`src/rtl/dice_roll_sequencer.sv`:
```
// Multi-die roll sequencer: spin animation, rejection-sampled draws, held result.
// Optional ADVANTAGE_EN macro adds adv_mode (keep higher/lower of two d20).
module dice_roll_sequencer #(
  parameter int SPIN_CYCLES = 16,
  parameter int MAX_RETRIES = 7
) (
  input  logic       clk,
  input  logic       reset,
  input  logic       roll_req,
  input  logic [2:0] dice_type,
  input  logic [2:0] num_dice,
  input  logic [4:0] modifier,
  input  logic [7:0] rng_value,
`ifdef ADVANTAGE_EN
  input  logic [1:0] adv_mode,
`endif
  output logic       rng_step,
  output logic       busy,
  output logic       result_valid,
  output logic [7:0] result,
  output logic [2:0] die_index,
  output logic [4:0] die_face,
  output logic       crit
);

  localparam int SW = $clog2(SPIN_CYCLES + 1);
  localparam int RW = $clog2(MAX_RETRIES + 2);

  typedef enum logic [1:0] {
    IDLE,
    SPIN,
    DRAW,
    DONE
  } state_t;

  state_t        state_q, state_d;
  logic [2:0]    type_q, type_d;
  logic [3:0]    cnt_q, cnt_d;
  logic [4:0]    mod_q, mod_d;
  logic [1:0]    adv_q, adv_d;
  logic [SW-1:0] spin_q, spin_d;
  logic [RW-1:0] retry_q, retry_d;
  logic [7:0]    sum_q, sum_d;
  logic [2:0]    idx_q, idx_d;
  logic [4:0]    face_q, face_d;
  logic          step_q, step_d;
  logic          busy_q, busy_d;
  logic          valid_q, valid_d;
  logic [7:0]    result_q, result_d;
  logic          crit_q, crit_d;

  logic [4:0] sides;
  logic [4:0] mask;
  logic [4:0] m;
  logic       fixed;
  logic       accept;
  logic [4:0] draw_face;
  logic [4:0] kept;
  logic       rng_unused;

  // Upper random bits are never needed: the widest die uses five bits.
  assign rng_unused = ^rng_value[7:5];

  // Die geometry and the accept/reject decision for the current draw.
  always_comb begin
    sides     = 5'd1;
    mask      = 5'h00;
    fixed     = 1'b0;
    accept    = 1'b0;
    draw_face = 5'd1;
    unique case (type_q)
      3'd0: begin sides = 5'd4;  mask = 5'h03; end
      3'd1: begin sides = 5'd6;  mask = 5'h07; end
      3'd2: begin sides = 5'd8;  mask = 5'h07; end
      3'd3: begin sides = 5'd10; mask = 5'h0F; end
      3'd4: begin sides = 5'd12; mask = 5'h0F; end
      3'd5: begin sides = 5'd20; mask = 5'h1F; end
      default: fixed = 1'b1;
    endcase
    m = rng_value[4:0] & mask;
    if (fixed) begin
      accept    = 1'b1;
      draw_face = 5'd1;
    end else if (m < sides) begin
      accept    = 1'b1;
      draw_face = m + 5'd1;
    end else if (retry_q == RW'(MAX_RETRIES)) begin
      // m < 2*sides for every die, so one subtraction is the modulo.
      accept    = 1'b1;
      draw_face = 5'(m - sides + 5'd1);
    end
  end

  // Face kept across the two advantage draws.
  always_comb begin
    kept = draw_face;
    if (idx_q != 3'd0) begin
      if (adv_q == 2'd1) begin
        kept = (draw_face > sum_q[4:0]) ? draw_face : sum_q[4:0];
      end else begin
        kept = (draw_face < sum_q[4:0]) ? draw_face : sum_q[4:0];
      end
    end
  end

  // Next-state and registered-output logic for the roll controller.
  always_comb begin
    state_d  = state_q;
    type_d   = type_q;
    cnt_d    = cnt_q;
    mod_d    = mod_q;
    adv_d    = adv_q;
    spin_d   = spin_q;
    retry_d  = retry_q;
    sum_d    = sum_q;
    idx_d    = idx_q;
    face_d   = face_q;
    valid_d  = valid_q;
    result_d = result_q;
    crit_d   = crit_q;
    unique case (state_q)
      IDLE: begin
        if (roll_req) begin
          type_d  = dice_type;
          cnt_d   = (num_dice == 3'd0) ? 4'd8 : {1'b0, num_dice};
          mod_d   = modifier;
          adv_d   = 2'd0;
`ifdef ADVANTAGE_EN
          if (dice_type == 3'd5 &&
              (adv_mode == 2'd1 || adv_mode == 2'd2)) begin
            adv_d = adv_mode;
            cnt_d = 4'd2;
          end
`endif
          sum_d   = 8'd0;
          idx_d   = 3'd0;
          retry_d = '0;
          spin_d  = '0;
          crit_d  = 1'b0;
          valid_d = 1'b0;
          state_d = SPIN;
        end
      end
      SPIN: begin
        face_d = (rng_value[4:0] & mask) + 5'd1;
        if (spin_q == SW'(SPIN_CYCLES - 1)) begin
          state_d = DRAW;
        end else begin
          spin_d = spin_q + 1'b1;
        end
      end
      DRAW: begin
        if (accept) begin
          face_d  = draw_face;
          retry_d = '0;
          if (adv_q != 2'd0) begin
            sum_d = {3'd0, kept};
          end else begin
            sum_d = sum_q + {3'd0, draw_face};
          end
          if ({1'b0, idx_q} == cnt_q - 4'd1) begin
            state_d = DONE;
          end else begin
            idx_d = idx_q + 3'd1;
          end
        end else begin
          retry_d = retry_q + 1'b1;
        end
      end
      DONE: begin
        result_d = sum_q + {3'd0, mod_q};
        valid_d  = 1'b1;
        if (adv_q != 2'd0) begin
          crit_d = (sum_q == 8'd20);
        end else begin
          crit_d = (cnt_q == 4'd1) && (type_q == 3'd5) &&
                   (face_q == 5'd20);
        end
        state_d = IDLE;
      end
      default: state_d = IDLE;
    endcase
    step_d = (state_d == SPIN) || (state_d == DRAW);
    busy_d = step_d || (state_d == DONE);
  end

  // State and output registers; reset aborts any roll in flight.
  always_ff @(posedge clk or posedge reset) begin
    if (reset) begin
      state_q  <= IDLE;
      type_q   <= 3'd0;
      cnt_q    <= 4'd1;
      mod_q    <= 5'd0;
      adv_q    <= 2'd0;
      spin_q   <= '0;
      retry_q  <= '0;
      sum_q    <= 8'd0;
      idx_q    <= 3'd0;
      face_q   <= 5'd0;
      step_q   <= 1'b0;
      busy_q   <= 1'b0;
      valid_q  <= 1'b0;
      result_q <= 8'd0;
      crit_q   <= 1'b0;
    end else begin
      state_q  <= state_d;
      type_q   <= type_d;
      cnt_q    <= cnt_d;
      mod_q    <= mod_d;
      adv_q    <= adv_d;
      spin_q   <= spin_d;
      retry_q  <= retry_d;
      sum_q    <= sum_d;
      idx_q    <= idx_d;
      face_q   <= face_d;
      step_q   <= step_d;
      busy_q   <= busy_d;
      valid_q  <= valid_d;
      result_q <= result_d;
      crit_q   <= crit_d;
    end
  end

  assign rng_step     = step_q;
  assign busy         = busy_q;
  assign result_valid = valid_q;
  assign result       = result_q;
  assign die_index    = idx_q;
  assign die_face     = face_q;
  assign crit         = crit_q;

endmodule
```
`config.mk`:
```
export PLATFORM = sky130hd
export DESIGN_NAME = dice_roll_sequencer
export DESIGN_NICKNAME = d
export VERILOG_FILES = /design/src/rtl/dice_roll_sequencer.sv
export SDC_FILE = /design/constraint.sdc
export NUM_CORES = 1
export LEC_CHECK = 0
export ABC_CLOCK_PERIOD_IN_PS = 4700
export CORE_MARGIN = 2
export CORE_UTILIZATION = 50
export CTS_BUF_LIST = sky130_fd_sc_hd__clkbuf_4
export DETAILED_ROUTE_END_ITERATION = 12
export GPL_ROUTABILITY_DRIVEN = 0
export HOLD_SLACK_MARGIN = 0.1
export PLACE_DENSITY_LB_ADDON = 0.15
export SYNTH_ARGS = -nofsm -noshare
export SYNTH_HDL_FRONTEND = slang
export SYNTH_SLANG_ARGS = --single-unit
```
`constraint.sdc`:
```
create_clock -name clk -period 4.7 [get_ports clk]
set_clock_uncertainty 0.2 [all_clocks]
set_input_delay 1.175 -clock clk [delete_from_list [all_inputs] [get_ports clk]]
set_output_delay 1.175 -clock clk [all_outputs]
set_load 0.01 [all_outputs]
```
# Yosys cells after proc, flatten, opt, wreduce, memory -nomap -nowiden
# Index checks and enable logic that the tools add are counted.
[totals]
register_bits = 51
latchBits = 0
mem_bits_rw = 0
romBits = 0
out_inout_bits = 20
elab_cells = 99
n_memories = 0
[classes]
addsub = 9
multipliers = 0
div_mod_pow = 0
order_cmp = 1
eq_ne = 20
shift = 0
mux = 32
bitwise_logic = 1
reduce_logical = 21
[ops]
columns = ["op", "n"]
rows = [
  ["5-bit 2-to-1 mux", 6],
  ["5-bit case mux with 6 select lines", 1],
  ["5-bit case mux with 2 select lines", 2],
  ["5-bit case mux with 4 select lines", 1],
  ["8-bit by 5-bit adder with 8-bit output", 2],
  ["8-bit 2-to-1 mux", 2],
  ["8-bit case mux with 2 select lines", 1],
  ["5-bit by 1-bit adder with 5-bit output, second input constant", 3],
  ["4-bit 2-to-1 mux", 3],
  ["3-bit 2-to-1 mux", 3],
  ["2-bit equality test, second input constant", 4],
  ["2-bit 2-to-1 mux", 4],
  ["2-bit != test, second input constant", 4],
  ["2-bit case mux with 4 select lines", 1],
  ["4-bit case mux with 2 select lines", 1],
  ["2-bit AND reduction", 4],
  ["2-bit nonzero test", 4],
  ["3-bit by 2-bit equality test with 1-bit output, second input constant", 2],
  ["3-bit equality test, second input constant", 2],
  ["3-bit zero test", 2],
  ["3-bit case mux with 2 select lines", 1],
  ["3-bit AND reduction", 2],
  ["6-bit OR reduction", 1],
  ["5-bit bitwise AND", 1],
  ["other kinds (19)", 27],
]

# Depth between registers and ports, before layout
# Gate-level depths: netlist (run 1).
[logic_depth]
ltp_word = 12
ltp_mapped = 21
ltp_nobuf = 18

# Least setup slack after synthesis (run 1)
# OpenSTA, ideal clock, no wires.
[synth_timing]
path_kind = "input-to-reg"
from = "input port rng_value[3]"
to = "register sum_q[6]"
t_arrival_ps = 3909
required_time_ps = 4379
setup_slack_ps = 470
stages = 16
path_buffers = 1
cell_sequence = "a21boi_1 > ha_1 > inv_1 > fa_1 > and2_1 > buf_2 > nor3_2 > o21ai_1 > ha_1 > fa_1 > a21o_1 > a21oi_1 > nor2b_1 > o211ai_1 > xor2_1 > nor2_1"
[synth_between]
elab_chain_len = 9
elab_cells_between_ends = 15
cone_classes = "add/sub: 4; order compare: 1; eq/ne: 1; mux: 7; bitwise: 1; reduce/logical: 1"
[synth_lines]
columns = ["element", "line", "rtl"]
rows = [
  ["start: declaration", "13", "input logic [7:0] rng_value,"],
  ["5-bit bitwise AND *", "80", "m = rng_value[4:0] & mask;"],
  ["5-bit subtractor", "90", "draw_face = 5'(m - sides + 5'd1);"],
  ["5-bit by 1-bit adder with 5-bit output", "90", ""],
  ["5-bit 2-to-1 mux", "87", "end else if (retry_q == RW'(MAX_RETRIES)) begin"],
  ["5-bit 2-to-1 mux", "84", "end else if (m < sides) begin"],
  ["5-bit 2-to-1 mux", "81", "if (fixed) begin"],
  ["8-bit by 5-bit adder with 8-bit output", "159", "sum_d = sum_q + {3'd0, draw_face};"],
  ["8-bit 2-to-1 mux", "153", "if (accept) begin"],
  ["8-bit case mux with 2 select lines", "121", "unique case (state_q)"],
  ["end signal: assignment", "213", "sum_q <= sum_d;"],
  ["end: declaration", "43", "logic [7:0] sum_q, sum_d;"],
]
# Every way passes the cells marked *; elsewhere a longest branch is shown, timed or not. The select of a mux whose other input is x is not followed.
# A chain may end at the register's enable or synchronous reset.

# Final worst setup path (run 1)
# Ends and elaborated chain as after synthesis.

==> metrics.md, run 1 <==
| Metric | Value |
|---|---|
| Status | `complete, no violations` |
| Final Slew Violations | `0` |
| Average wire per standard cell | `14.0 um` |
| Core Region | `6280 sq um` |
| Clock buffer depth | `2` |
| Rows | `29` |
| Register area share after synthesis | `39.8%` |
| Starting density of the core | `51.1%` |
| Via density | `5.37` |
| Fin nets | `443` |
| Final setup TNS | `0 ns` |
| Hold Path Cell Cnt | `2` |
| Worst R2R Path Depth | `17` |
| CP max FO | `4` |
| DP Wirelength | `5.03 mm` |
| Final core utilization | `60.0%` |
| Max-slew headroom | `30.0%` |
| Fraction of layout cells with a size suffix above 1 | `9.97%` |
| Post-Place Cell Area | `3710 sq um` |
| Top_reg_cell synth | `dfrtp_1` |
| WL met1 | `2.98 mm` |
| Total GRT Usage | `19.8%` |
| Ant. Diodes | `0` |
| Asr flop ratio synth | `100%` |
| Cell Pwr Density | `531 nW/um^2` |
| Area of the die | `7070 sq um` |
| Peak VDD IR | `302 uV` |
| TritonCTS Buffers | `5` |
| Max cap viols | `0` |
| CP required | `4.77 ns` |
| Max Fclk | `226 MHz` |
| Hold Fails Final Rpt | `0` |
| Cells after DPL | `460` |
| Mean Syn Cell Area | `9.32 sq um` |
| Syn_nets | `397` |
| Fin area | `3760 sq um` |
| Post-CTS setup buffers | `0` |
| Worst hold path class | `reg2reg` |
| Die Height | `84.1 um` |
| Die X-Extent | `84.1 um` |
| P_leak | `1.78 nW` |
| Post-synth EDFFs | `0` |
| Initial antenna violation count | `0` |
| Endpoint class of the critical path | `flip-flop` |
| Final setup viols | `0` |
| Synth cell types | `54` |
| Cts hold-fix bufs | `0` |
| Drc violations | `0` |
| H-tree depth | `2` |
| Highest routed layer | `met4` |
| Met2 WL post-DR | `3.12 mm` |
| Syn Inst Count | `344` |
| Post-route ant nets | `0` |
| 1st-iter DRT viols | `100` |
| Vias | `2514` |
| Final cell count without fillers | `468` |
| Total of warnings raised by yosys | `0` |
| Routed wl met3 | `292 um` |
| Port bufs | `38` |
| Congestion Overflow GR | `0` |
| Fin crit period | `4.42 ns` |
| Root buffer cell | `clkbuf_4` |
| RSZ-0062 raised after global routing | `false` |
| WL final | `6.56 mm` |
| Pre-antenna DRT Iters | `4` |
| Mapped cell area | `3210 sq um` |
| Clk sinks | `51` |
| Top-Level Pins | `42` |
| CTS tree | `done` |
| Synth Register Bits | `51` |
| Least-Margin Pin Slew | `1.05 ns` |
| First-pass GRT wire length | `11.3 mm` |
| Vias in the first global route | `2396` |
| Latest clock arrival within the worst-skew pair | `0.37 ns` |
| Element type at the critical path start | `input port` |
| Clk slew on worst S/H paths | `0.13 ns` |
| Power Total | `2.00 mW` |
| CP Class | `in2reg` |
| Critical path data arrival time | `4.50 ns` |
| CTS resizes | `0` |
| Largest net degree at the start of global routing | `52` |
| Period utilization | `94.1%` |
| Area Growth Syn to Fin | `17.4%` |
cell usage in the layout, fill, tap and decap left out, drive strengths merged, types with 5 or more instances in the layout:
cell	count
clkbuf	6
nor2	22
xor2	11
clkdlybuf4s50	38
nand3	7
inv	23
and2	9
nor2b	6
buf	15
o31ai	5
dfrtp	50
o21ai	23
nor3	7
ha	28
nand2b	5
a21o	6
xnor2	8
nand2	59
a21oi	17
synth_stat cells (all sizes together), types with 2 or more instances:
master | number | share of area [%]
a211oi | 2 | 0.47
a21o | 6 | 1.4
a21oi | 17 | 3.1
a221o | 2 | 0.62
a22o | 3 | 0.82
a31oi | 2 | 0.39
and2 | 9 | 1.9
and3 | 3 | 0.59
buf | 10 | 2.2
clkbuf | 4 | 0.47
dfrtp | 50 | 39
fa | 3 | 1.9
ha | 28 | 11
inv | 23 | 2.7
mux2 | 4 | 1.4
mux2i | 4 | 1.2
nand2 | 59 | 6.9
nand2b | 5 | 1.2
nand3 | 7 | 1.1
nand3b | 2 | 0.47
nand4 | 3 | 0.59
nor2 | 22 | 2.9
nor2b | 6 | 1.2
nor3 | 7 | 1.4
o21ai | 23 | 3.6
o31ai | 5 | 1.3
o41ai | 3 | 0.82
xnor2 | 8 | 2.2
xor2 | 11 | 3.0
flip-flops by register name, indices dropped and copies added (netlist names):
signal and cells:
die_index 3, rng_step 1, state_q 2, result 8, sum_q 8, spin_q 5, result_valid 1, crit 1
retry_q 4, cnt_q 4, type_q 3, die_face 5, busy 1, mod_q 5
critical path, cell delays in order:
cell and delay [ns]:
clkdlybuf4s50_1 0.47, a21boi_1 0.22, ha_1 0.17, inv_1 0.04, fa_1 0.44, and2_1 0.22
nor3_2 0.16, o21ai_1 0.12, ha_1 0.23, fa_1 0.39, a21o_1 0.17, a21oi_1 0.20
nor2b_1 0.09, o211ai_1 0.19, xor2_1 0.16, nor2_1 0.05
cell families (layout without fill, tap and decap cells):
logic type               count (synthesis)  count (layout)  share of synthesized area [%]
flip-flops                              51              51                           39.8
XOR/XNOR                                19              19                           5.19
multiplexers                             8               8                           2.65
AO/OA/AOI/OAI                           70              70                           14.3
buffers and inverters                   37              84                           5.34
AND/OR/NAND/NOR                        127             127                           19.5
adder cells (fa/ha/maj)                 32              32                           13.1
stage by stage:
step / hold WS (ns) / setup WS [ns]
finish: 0.288 / 0.277
global route: 0.337 / 0.114
CTS: 0.295 / 0.288
detailed placement: 0.263 / -0.105
global placement: 0.259 / -0.0202
floorplan: 0.249 / 0.470
power by group:
part           leakage [nW]  internal (mW)  switching, mW  total, mW
Sequential            0.661          0.570          0.117      0.687
Combinational          1.09          0.546          0.566       1.11
Clock                0.0307         0.0616          0.136      0.197
final cells by class:
cell class | instances | area, sq um
clock buffers | 6 | 45.0
clock inverters | 2 | 7.51
fillers | 551 | 2510
inverters | 23 | 86.3
multi-input cells | 256 | 1760
flip-flops and latches | 51 | 1280
well taps | 77 | 96.3
repair buffers | 53 | 493
layer usage:
| metal | global-route usage (%) | up-vias |
|---|---|---|
| met4 | 7.62 | 0 |
| met1 | 26.5 | 1184 |
| met5 | 0 | - |
| met3 | 3.76 | 16 |
| met2 | 31.8 | 56 |
| li1 | - | 1258 |
worst paths after layout:
kind | from | end | slack, ns
min in group asynchronous | reset | spin_q[4]$_DFFE_PP0P_ | 1.17
max in group asynchronous | reset | sum_q[4]$_DFFE_PP0P_ | 2.49
max reg2reg | type_q[1]$_DFFE_PP0P_ | sum_q[6]$_DFFE_PP0P_ | 0.74
min reg2reg | result_valid$_DFFE_PP0P_ | result_valid$_DFFE_PP0P_ | 0.29
max | rng_value[3] | sum_q[6]$_DFFE_PP0P_ | 0.28
min | result_valid$_DFFE_PP0P_ | result_valid$_DFFE_PP0P_ | 0.29
Note: power is estimated with default switching activity, not from simulation.
==> run 2: changes to the inputs <==
--- a/config.mk
+++ b/config.mk
@@ -8,7 +8,6 @@
 export ABC_CLOCK_PERIOD_IN_PS = 4700
 export CORE_MARGIN = 2
 export CORE_UTILIZATION = 50
-export CTS_BUF_LIST = sky130_fd_sc_hd__clkbuf_4
 export DETAILED_ROUTE_END_ITERATION = 12
 export GPL_ROUTABILITY_DRIVEN = 0
 export HOLD_SLACK_MARGIN = 0.1
==> run 2 against run 1 <==
Compared with the run above:
- worst hold slack worse by 0.010 ns
- die area stayed put
- critical path depth stayed put
- register-to-register slack better by 0.03 ns
- first-iteration DRC count fell by 8.0%
- total power up 3.9%
- setup slack worse by 0.065 ns
- design area increased by 1.3%
- largest cell class unchanged
==> metrics.md, run 2 (same netlist as run 1, synthesis figures left out) <==
| Metric | Value |
|---|---|
| Final cell count without fillers | `468 (unchanged)` |
| Drc violations | `0 (unchanged)` |
| Ant. Diodes | `0 (unchanged)` |
| Starting density of the core | `51.1% (unchanged)` |
| Hold Fails Final Rpt | `0 (unchanged)` |
| Top delay family on crit path | `adder cells` |
| CP Class | `in2reg` |
| Area of the die | `7070 sq um (unchanged)` |
| Period utilization | `95.5% (+1.4 points)` |
| Cells after DPL | `460 (unchanged)` |
| Final setup margin | `0.212 ns (-0.0646 ns)` |
| Max-slew headroom | `29.3% (-0.66 points)` |
| P_leak | `1.80 nW (+1.2%)` |
| Area Growth Syn to Fin | `18.8%` |
| Largest net degree at the start of global routing | `52 (unchanged)` |
| Clk slew on worst S/H paths | `0.09 ns (-0.04 ns)` |
| Peak VDD IR | `250 uV (-17%)` |
| Vias | `2513 (-0.040%)` |
| Congestion Overflow GR | `0 (unchanged)` |
| CP max FO | `4 (unchanged)` |
| Post-CTS setup buffers | `0 (unchanged)` |
| Core Region | `6280 sq um (unchanged)` |
| Max Fclk | `223 MHz (-1.4%)` |
| Cts hold-fix bufs | `0 (unchanged)` |
| Worst Path Buf+Inv | `2 (unchanged)` |
| CP required | `4.69 ns (-0.08 ns)` |
| Cell Pwr Density | `545 nW/um^2 (+2.6%)` |
| Fin nets | `443 (unchanged)` |
| Vias in the first global route | `2380 (-0.67%)` |
| Die X-Extent | `84.1 um (unchanged)` |
| Least-Margin Pin Slew | `1.06 ns (+0.00994 ns)` |
| Status | `complete, no violations` |
| Worst hold path class | `reg2reg` |
| Initial antenna violation count | `0 (unchanged)` |
| 1st-iter DRT viols | `92 (-8.0%)` |
| Average wire per standard cell | `14.0 um (about the same)` |
| Final Slew Violations | `0 (unchanged)` |
| DP Wirelength | `5.03 mm (unchanged)` |
| Max cap viols | `0 (unchanged)` |
| Post-route ant nets | `0 (unchanged)` |
| WL final | `6.56 mm (about the same)` |
| Commonest cells after routing, fill and taps aside | `59 x nand2_1, 50 x dfrtp_1, 38 x clkdlybuf4s50_1` |
| Top-Level Pins | `42 (unchanged)` |
| Latest clock arrival within the worst-skew pair | `0.30 ns (-0.07 ns)` |
| Endpoint class of the critical path | `flip-flop` |
| Die Height | `84.1 um (unchanged)` |
| TritonCTS Buffers | `5 (unchanged)` |
| Via density | `5.37 (about the same)` |
| Total GRT Usage | `19.8% (-0.063 points)` |
| Slowest cell on crit path | `clkdlybuf4s50_1` |
| Critical path data arrival time | `4.48 ns (-0.02 ns)` |
| Root buffer cell | `clkbuf_8` |
| H-tree depth | `2 (unchanged)` |
| Final setup viols | `0 (unchanged)` |
| RSZ-0062 raised after global routing | `false` |
| Pre-antenna DRT Iters | `4 (unchanged)` |
| Element type at the critical path start | `input port` |
| Fin area | `3810 sq um (+1.3%)` |
| Rows | `29 (unchanged)` |
| CP max stage delay | `0.47 ns (about the same)` |
| Clock buffer depth | `2 (unchanged)` |
| First-pass GRT wire length | `11.3 mm (-0.25%)` |
| Final core utilization | `60.7% (+0.76 points)` |
| Critical-path cell list | `clkdlybuf4s50_1 > a21boi_1 > ha_1 > inv_1 > fa_1 > and2_1 > nor3_2 > o21ai_1 > ha_1 > fa_1 > a21o_1 > a21oi_1 > nor2b_1 > o211ai_1 > xor2_1 > nor2_1` |
| CTS tree | `done` |
| Fraction of layout cells with a size suffix above 1 | `10.2% (+0.26 points)` |
| Post-place setup slack | `-0.105 ns (unchanged)` |
| Final setup TNS | `0 ns (unchanged)` |
| Port bufs | `38 (unchanged)` |
| CTS resizes | `0 (unchanged)` |
| Clk sinks | `51 (unchanged)` |
| Commonest non-fill, non-tap cell in the layout | `nand2_1` |
| Post-Place Cell Area | `3710 sq um (unchanged)` |
| Fin crit period | `4.49 ns (+0.0646 ns)` |
[run 2: cell count changes in the layout (fill, tap and decap cells not counted), sizes merged]
| cell | change |
|---|---|
| clkinv | -2 |
| clkbuf | +2 |
[run 2: area by class of cell]
| type | count | area (sq um) |
|---|---|---|
| sequential | 51 | 1280 |
| inverter | 23 | 86.3 |
| fill | 552 | 2470 |
| multi-input combinational | 256 | 1760 |
| tap | 77 | 96.3 |
| timing repair buffer | 53 | 493 |
| clock buffer | 8 | 100 |
[run 2: layer usage]
layer	vias to the layer above	GRT usage [%]	share of wire [%]
li1	1260	-	-
met1	1197	26.5	46
met2	48	31.6	48
met3	8	3.46	3.5
met4	0	8.06	1.9
met5	-	0	0
[run 2: path summary, 6_finish.rpt]
path	slack, ns	start	cells past startpoint	end
max in group asynchronous	2.40	reset	2	sum_q[3]$_DFFE_PP0P_
setup / recovery	0.21	rng_value[3]	16	sum_q[6]$_DFFE_PP0P_
hold reg to reg	0.28	result_valid$_DFFE_PP0P_	2	result_valid$_DFFE_PP0P_
setup reg to reg	0.77	type_q[1]$_DFFE_PP0P_	17	sum_q[6]$_DFFE_PP0P_
hold / removal	0.28	result_valid$_DFFE_PP0P_	2	result_valid$_DFFE_PP0P_
min in group asynchronous	1.25	reset	2	spin_q[2]$_DFFE_PP0P_
[run 2: per-stage QoR]
| step | power, mW | hold WS [ns] |
|---|---|---|
| after floorplan | 1.44 | 0.249 |
| after global placement | 1.77 | 0.259 |
| after detailed placement | 1.80 | 0.263 |
| after CTS | 2.09 | 0.285 |
| after global routing | 2.26 | 0.325 |
| final | 2.08 | 0.278 |
[run 2: power by group]
group	switching (mW)	internal, mW	total [mW]
logic	0.564	0.546	1.11
registers	0.118	0.571	0.689
clock network	0.142	0.135	0.277
total	0.824	1.25	2.08
[run 2: worst reg2reg max path: cells and delay by family, from the launching register on]
family | cells | cell delay [ns]
buffers and inverters | 3 | 0.27
adders and majority gates | 4 | 1.09
and+or+nand+nor | 5 | 0.87
DFF | 1 | 0.51
AOI/OAI and AO/OA | 3 | 0.53
xor gates and xnor gates | 2 | 0.35
